File: src/rtl/a2d_pkg.sv
// Shared constants and types for the A2D SPI responder.
package a2d_pkg;

  localparam int FRAME_BITS = 16;
  localparam int CHNNL_W    = 3;
  localparam int CNT_W      = 5;
  localparam int CMD_CH_MSB = 13;
  localparam int CMD_CH_LSB = 11;

  typedef enum logic [1:0] {IDLE, SHIFT, DONE} a2d_resp_state_t;

endpackage

File: src/rtl/spi_sync_edge.sv
// Two-flop synchronizer plus an edge flop for one asynchronous SPI pin.
module spi_sync_edge #(
  parameter logic RST_VAL = 1'b1
) (
  input  logic clk,
  input  logic rst_n,
  input  logic din,
  output logic sync,
  output logic rise,
  output logic fall
);

  logic       ff1, ff2, ff3;
  logic [2:0] vld_pipe;

  always_ff @(posedge clk or negedge rst_n) begin
    if (!rst_n) begin
      ff1      <= RST_VAL;
      ff2      <= RST_VAL;
      ff3      <= RST_VAL;
      vld_pipe <= '0;
    end else begin
      ff1      <= din;
      ff2      <= ff1;
      ff3      <= ff2;
      vld_pipe <= {vld_pipe[1:0], 1'b1};
    end
  end

  // Edges are suppressed until the chain holds real pin values, so a pin
  // already away from its reset value does not fake an edge after reset.
  assign sync = ff2;
  assign rise = vld_pipe[2] &  ff2 & ~ff3;
  assign fall = vld_pipe[2] & ~ff2 &  ff3;

endmodule

File: src/rtl/a2d_spi_resp.sv
// SPI responder standing in for the off-board A2D converter.
// Define A2D_RESP_INV_EN to transmit the 12 data bits complemented.
module a2d_spi_resp
  import a2d_pkg::*;
#(
  parameter int NUM_CHNNL = 8,
  parameter int RES_W     = 12,
  parameter int MIN_HALF  = 4
) (
  input  logic                       clk,
  input  logic                       rst_n,
  input  logic                       SS_n,
  input  logic                       SCLK,
  input  logic                       MOSI,
  output logic                       MISO,
  input  logic [NUM_CHNNL*RES_W-1:0] analog,
  output logic                       cmd_vld,
  output logic [CHNNL_W-1:0]         cmd_chnnl,
  output logic                       frm_err
);

  // MISO moves 3 clk after an SCLK fall; a shorter half-period races the master.
  if (MIN_HALF < 4) begin : g_min_half_chk
    $error("a2d_spi_resp: MIN_HALF must be at least 4");
  end

  a2d_resp_state_t state, state_nxt;

  logic ss_fall, ss_rise, sclk_rise, sclk_fall, mosi_sync;
  logic ss_sync_unused, sclk_sync_unused;
  logic [1:0] mosi_edge_unused;

  logic [FRAME_BITS-1:0] tx_shft, rx_shft;
  logic [CNT_W-1:0]      bit_cnt;
  logic [CHNNL_W-1:0]    chnnl_q;
  logic [RES_W-1:0]      smpl, tx_data;
  logic                  frame_ok, vld_nxt, err_nxt;

  spi_sync_edge #(.RST_VAL(1'b1)) u_ss (
    .clk(clk), .rst_n(rst_n), .din(SS_n),
    .sync(ss_sync_unused), .rise(ss_rise), .fall(ss_fall)
  );
  spi_sync_edge #(.RST_VAL(1'b1)) u_sclk (
    .clk(clk), .rst_n(rst_n), .din(SCLK),
    .sync(sclk_sync_unused), .rise(sclk_rise), .fall(sclk_fall)
  );
  spi_sync_edge #(.RST_VAL(1'b0)) u_mosi (
    .clk(clk), .rst_n(rst_n), .din(MOSI),
    .sync(mosi_sync), .rise(mosi_edge_unused[1]), .fall(mosi_edge_unused[0])
  );

  assign smpl = analog[chnnl_q*RES_W +: RES_W];
`ifdef A2D_RESP_INV_EN
  assign tx_data = ~smpl;
`else
  assign tx_data = smpl;
`endif

  assign frame_ok = (bit_cnt == CNT_W'(FRAME_BITS)) && (rx_shft[FRAME_BITS-1 -: 2] == 2'b00);

  always_ff @(posedge clk or negedge rst_n) begin
    if (!rst_n) state <= IDLE;
    else        state <= state_nxt;
  end

  always_comb begin
    state_nxt = state;
    case (state)
      IDLE:    if (ss_fall) state_nxt = SHIFT;
      SHIFT:   if (ss_rise) state_nxt = DONE;
      DONE:    state_nxt = IDLE;
      default: state_nxt = IDLE;
    endcase
  end

  always_comb begin
    MISO    = 1'b1;
    vld_nxt = 1'b0;
    err_nxt = 1'b0;
    case (state)
      SHIFT: MISO = tx_shft[FRAME_BITS-1];
      DONE: begin
        vld_nxt = frame_ok;
        err_nxt = ~frame_ok;
      end
      default: ;
    endcase
  end

  // Sample is latched at frame start; the pending channel only moves on a good frame.
  always_ff @(posedge clk or negedge rst_n) begin
    if (!rst_n) begin
      tx_shft   <= '0;
      rx_shft   <= '0;
      bit_cnt   <= '0;
      chnnl_q   <= '0;
      cmd_vld   <= 1'b0;
      frm_err   <= 1'b0;
    end else begin
      cmd_vld <= vld_nxt;
      frm_err <= err_nxt;
      if (state == IDLE && ss_fall) begin
        tx_shft <= {{(FRAME_BITS-RES_W){1'b0}}, tx_data};
        bit_cnt <= '0;
      end else if (state == SHIFT) begin
        if (sclk_rise) begin
          rx_shft <= {rx_shft[FRAME_BITS-2:0], mosi_sync};
          if (bit_cnt != CNT_W'(FRAME_BITS)) bit_cnt <= bit_cnt + 1'b1;
        end
        if (sclk_fall && bit_cnt != '0 && bit_cnt < CNT_W'(FRAME_BITS))
          tx_shft <= {tx_shft[FRAME_BITS-2:0], 1'b0};
      end
      if (state == DONE && frame_ok)
        chnnl_q <= rx_shft[CMD_CH_MSB:CMD_CH_LSB];
    end
  end

  assign cmd_chnnl = chnnl_q;

endmodule

File: config.mk
export PLATFORM = sky130hd
export DESIGN_NAME = a2d_spi_resp
export DESIGN_NICKNAME = d
export VERILOG_FILES = /design/src/rtl/a2d_pkg.sv /design/src/rtl/spi_sync_edge.sv /design/src/rtl/a2d_spi_resp.sv
export SDC_FILE = /design/constraint.sdc
export NUM_CORES = 1
export LEC_CHECK = 0
export CAP_MARGIN = 20
export CORE_UTILIZATION = 45
export DETAILED_ROUTE_END_ITERATION = 10
export GPL_ROUTABILITY_DRIVEN = 0
export PLACE_DENSITY = 0.78
export SYNTH_ARGS = -nofsm -noshare
export SYNTH_HDL_FRONTEND = slang
export SYNTH_SLANG_ARGS = --single-unit
File: constraint.sdc
create_clock -name clk -period 2.38 [get_ports clk]
set_input_delay 0.238 -clock clk [delete_from_list [all_inputs] [get_ports clk]]
set_output_delay 0.238 -clock clk [all_outputs]
set_load 0.01 [all_outputs]
======== After elaboration in Yosys (flattened, before gate mapping) ========
Index checks and enable logic that the tools add are counted.
storage, ports and cells
  bits in registers ....................... 58
  bits in latches ......................... 0
  RAM bits ................................ 0
  memory bits (read-only) ................. 0
  bits of input ports ..................... 101
  output and inout port bits .............. 6
  word-level logic and storage cells ...... 70
  memories ................................ 0
cells by class
  add/subtract/negate cells ............... 1
  multiply operators ...................... 1
  divide/modulo/power cells ............... 0
  $lt $le $gt $ge ......................... 1
  equality and inequality tests ........... 6
  shift-type cells ........................ 1
  multiplexer cells ....................... 13
  bitwise operators ....................... 14
  reduce and logical (&&, ||, !) cells .... 16
operators by type and width
  cell                                                                 number
  96-bit by 8-bit variable part select with 12-bit output              1
  16-bit 2-to-1 mux                                                    3
  5-bit 2-to-1 mux                                                     4
  1-bit AND                                                            8
  2-bit nonzero test                                                   4
  1-bit NOT                                                            6
  3-bit AND reduction                                                  2
  5-bit by 1-bit adder with 5-bit output (second input constant)       1
  5-bit == test (second input constant)                                1
  1-bit logical AND                                                    5
  5-bit less-than comparator (second input constant)                   1
  3-bit by 2-bit multiplier with 5-bit output (second input constant)  1
  5-bit inequality test (second input constant)                        1
  5-bit nonzero test                                                   1
  2-bit zero test                                                      2
  2-bit 2-to-1 mux                                                     2
  2-bit inequality test (second input constant)                        2
  2-bit one-hot mux with 2 select lines                                1
  2-bit AND reduction                                                  2
  1-bit 2-to-1 mux                                                     3
  2-bit by 1-bit == test with 1-bit output (second input constant)     1
  2-bit == test (second input constant)                                1

======== Longest topological paths before layout ========
  depth after elaboration ................. 8
  depth in mapped cells ................... 7
  gate-level depth less buffers ........... 6

======== Modules after synthesis ========
Synthesis repeated with hierarchy kept, for this count alone.
second synthesis, totals
  cells, all modules ...................... 218
  area total of the unflattened synthesis .. 3,193.1 sq um
by module, submodules not included
  module                      instances  cells each  area an instance (sq um)  sequential area each (sq um)
  a2d_spi_resp                1          191         2,671.3                   1,101.1
  spi_sync_edge (u_sclk ...)  2          9           175.2                     153.9
  spi_sync_edge (u_mosi)      1          9           171.4                     150.1

======== Worst setup path before layout ========
No wires, ideal clock.
  kind .................................... register -> register
  start point ............................. register bit_cnt[0]
  end point ............................... register tx_shft[11]
  library setup time ...................... 0.129 ns
  data arrival time ....................... 1.772 ns
  required time ........................... 2.251 ns
  slack ................................... 0.480 ns
  stages on the path, launching flop included .. 8
  path buffers ............................ 1
  clock period less this slack ............ 1.900 ns
  cells stage by stage .................... dfrtp_1 > inv_1 > ha_1 > nor3b_2 > nor4_4 > buf_6 > mux2i_1 > o21ai_2
on the way
  longest elaborated chain between the ends .. 5
  elaborated cells between the ends (all ways) .. 6
  classes of those cells .................. order compare (1); reduce/logical (5)
RTL lines
  what                                                                                RTL line             source
  from (decl)                                                                         a2d_spi_resp.sv:34   logic [CNT_W-1:0] bit_cnt;
  from (signal assigned)                                                              a2d_spi_resp.sv:108  if (bit_cnt != CNT_W'(FRAME_BITS)) bit_cnt <= bit_cnt + 1'b1;
  parallel branches: the longest is 2 deep, another holds 5-bit less-than comparator  -
  1-bit logical AND (*)                                                               a2d_spi_resp.sv:110  if (sclk_fall && bit_cnt != '0 && bit_cnt < CNT_W'(FRAME_BITS))
  2-bit nonzero test (no source line) (*)                                             -
  2-bit AND reduction (no source line) (*)                                            -
  to (signal assigned)                                                                a2d_spi_resp.sv:103  tx_shft <= {{(FRAME_BITS-RES_W){1'b0}}, tx_data};
  to (signal assigned)                                                                a2d_spi_resp.sv:111  tx_shft <= {tx_shft[FRAME_BITS-2:0], 1'b0};
  to (decl)                                                                           a2d_spi_resp.sv:33   logic [FRAME_BITS-1:0] tx_shft, rx_shft;
Mark *: on every way between the ends.
A chain may end at the register's enable or synchronous reset.

======== Final worst setup path ========
  start point ............................. register state[0]
  end point ............................... output port MISO
on the way
  longest elaborated chain between the ends .. 2
RTL lines
  what                                      RTL line            source
  from (decl)                               a2d_spi_resp.sv:27  a2d_resp_state_t state, state_nxt;
  from (signal assigned)                    a2d_spi_resp.sv:63  else state <= state_nxt;
  2-bit by 1-bit == test with 1-bit output  a2d_spi_resp.sv:80  case (state)
  1-bit 2-to-1 mux                          a2d_spi_resp.sv:80
  to (decl)                                 a2d_spi_resp.sv:15  output logic MISO,
No other way between the ends.

==> qor.yml <==
synth:
  synth_xor_area_frac: 0.008951
  post_synth_num_cell_types: 36
  syn-cell-area_mm2: 0.002935
  synthCells: 247
  synth.ff_latch_count: 55
  muxShareOfSynthArea: 0.2997
  syn-num-nets: 350
  synthAdderAreaFrac: 0.008525
  synth_compound_area_frac: 0.08440
  synth.yosys.seq_area_share: 0.4714
  synth_top_family_by_area: "multiplexers"
  yosys.area_share.simple: 0.09719
  avgSynthCellArea_um2: 11.88
  yosysWarnings: 0
critical_path:
  max_stage_delay_ns: 0.53
  cp_slowest_cell: "dfrtp_1"
  start_kind: "flop"
  crit_chain: "or3b_2 -> clkdlybuf4s50_1"
  path_delay_family: "flip-flops"
  cp_max_fo: 8
  cp-end-kind: "primary output"
  crit_arrival_ns: 1.83
  worstSetupPathType: "flop to primary output"
  required_ns: 2.14
  path_buf_inv: 1
placement:
  port-buffer-count: 106
  place_hpwl_um: 5705
  place_inst: 423
timing:
  fin_setup_tns_ns: 0
  hold_viol: 0
  fin_crit_ns: 2.069
  setup_viol: 0
  max_freq_ghz: 0.4834
  slew_viol_final: 0
  fin_skew_ns: 0.01041
  slew_headroom: 0.6357
  whs_ns: 0.3177
  worst_pin_slew_ns: 0.5432
  period_share: 0.8691
  rsz0062_at_grt: "false"
clock_network:
  cts_tree: "yes"
  htreeDepth: 2
  clk_pin_slew_ns: 0.10
  cts.path.max_buffers: 2
  cts-buffers-inserted: 5
  clkLatencyLatePin_ns: 0.32
  cts_root_buf: "clkbuf_8"
  cts_sinks: 55
floorplanning:
  pin_count: 107
  die_h_um: 82.77
  num_rows: 29
  start_util: 0.4649
  dieArea_mm2: 0.006850
  core_mm2: 0.006314
  dieWidth_um: 82.77
routing:
  drc: 0
  drt-wirelength-per-cell_um: 17.03
  viasPerCell: 5.373
  drt_iter0_drc: 157
  antenna_left: 0
  drt-total-wl_um: 7355
  vias: 2321
  dr.pass1.iters: 4
grt:
  grt_overflow_total: 0
  track_usage: 0.2302
  antenna_found_initial: 0
  grt_pass1_wl_um: 11550
  grt_max_degree: 45
  grt_pass1_vias: 2366
power:
  ir_worst_vdd_uv: 638.6
  p_leak_nw: 1.622
  p_per_area_mw_per_mm2: 567.1
layout:
  area_delta_synth_final_pct: 43.27
  nets: 457
  nFillCells: 520
  layout-drive-gt1-share: 0.1493
  antenna_cells: 0
  fin_cells: 432
  fin_util: 0.6661
  final_cell_mix: "clkdlybuf4s50_1, mux2i_1, dfrtp_1, a22oi_1, mux2_2"
  layout_commonest_cell: "clkdlybuf4s50_1"
hold_path:
  hold_class: "input port to flop"
job:
  maxCapViolations: 0
outcome:
  status: "complete, no violations"
## power by group
part | internal (mW) | switching (mW) | total (mW)
Clock | 0.244 | 0.310 | 0.554
Combinational | 0.349 | 0.213 | 0.563
Sequential | 1.14 | 0.132 | 1.27
Total | 1.73 | 0.656 | 2.39
## final timing paths
kind / startpoint / depth (start not counted) / slack (ns) / endpoint
hold / removal: SCLK / 1 / 0.32 / u_sclk.ff1
setup reg to reg: bit_cnt[0] / 7 / 0.53 / tx_shft[10]
hold reg to reg: u_sclk.vld_pipe[1] / 0 / 0.35 / u_sclk.vld_pipe[2]
setup / recovery: state[0] / 2 / 0.31 / MISO
max in group asynchronous: rst_n / 3 / 1.20 / cmd_chnnl[0]
min in group asynchronous: rst_n / 2 / 0.37 / rx_shft[5]
## synthesized netlist by cell type
cell type | number | area (µm²)
nor2b_1 | 2 | 12.51
nor2_2 | 1 | 6.260
a22oi_1 | 22 | 165.2
or4_1 | 1 | 7.510
conb_1 | 1 | 3.750
nand3b_1 | 1 | 7.510
o21ai_2 | 1 | 8.760
dfstp_2 | 6 | 157.7
or3b_2 | 1 | 8.760
nor3b_1 | 2 | 15.01
a211oi_1 | 1 | 7.510
o21ai_0 | 6 | 30.03
nor2_1 | 12 | 45.04
mux4_2 | 2 | 45.04
nor4_1 | 1 | 6.260
dfrtp_1 | 49 | 1226
mux2i_1 | 62 | 620.6
buf_6 | 1 | 11.26
nor3_1 | 2 | 10.01
nor4_4 | 1 | 21.27
nand3_1 | 13 | 65.06
nand2_1 | 4 | 15.01
and3_2 | 1 | 7.510
nand3b_4 | 1 | 20.02
buf_2 | 7 | 35.03
nor3b_2 | 1 | 12.51
clkbuf_1 | 7 | 26.28
inv_1 | 3 | 11.26
and2_1 | 1 | 6.260
nand2b_1 | 3 | 18.77
ha_1 | 2 | 25.02
xnor2_1 | 3 | 26.28
mux2_2 | 19 | 214.0
o21ai_1 | 4 | 20.02
o22ai_1 | 1 | 6.260
a21oi_1 | 2 | 10.01
## cell families after synthesis
logic type | count (synthesis)
mux | 83
flops | 55
simple gates | 48
compound gates | 37
buf+inv | 18
xor+xnor | 3
fa+ha+maj | 2
other cells | 1
## sequential cells by signal, summed over array words and instances (netlist names)
signal and count:
u_ss.ff1 1, cmd_vld 1, frm_err 1, u_sclk.vld_pipe 3, u_mosi.ff1 1, u_sclk.ff3 1, u_sclk.sync 1, u_mosi.sync 1
u_sclk.ff1 1, rx_shft 16, bit_cnt 5, cmd_chnnl 3, tx_shft 16, u_ss.sync 1, u_ss.ff3 1, state 2
## what timing repair did
| action | in CTS | in global routing |
|---|---|---|
| setup buffers | 0 | 0 |
| gates resized for setup | 0 | 0 |
| endpoints found under the hold margin | 12 | 0 |
| hold buffers | 1 | 0 |
## per-stage QoR
step / worst slack, ns / cell area [µm²] / total power [mW]
after floorplan: 0.4795 / 2935 / 1.566
after global placement: 0.6289 / 4095 / 1.810
after detailed placement: 0.5580 / 4095 / 1.858
after CTS: 0.2937 / 4205 / 2.416
after global routing: 0.2484 / 4205 / 2.521
final: 0.3115 / 4205 / 2.385
## layer usage
metal | share of wire | GRT usage | wire [µm]
met1 | 0.42 | 0.2691 | 3057
met2 | 0.51 | 0.4148 | 3777
met3 | 0.047 | 0.04505 | 345
met4 | 0.024 | 0.08448 | 175
met5 | 0 | 0 | 0
## final cells by class
| type | count | area, µm² | area share |
|---|---|---|---|
| multi-input combinational | 174 | 1474 | 0.3505 |
| tap | 77 | 96.34 | 0.02291 |
| timing repair buffer | 115 | 1139 | 0.2708 |
| clock buffer | 6 | 82.58 | 0.01964 |
| clock inverter | 2 | 17.52 | 0.004165 |
| sequential | 55 | 1385 | 0.3294 |
| inverter | 3 | 11.26 | 0.002678 |
Power figures use the tool's default switching activity.
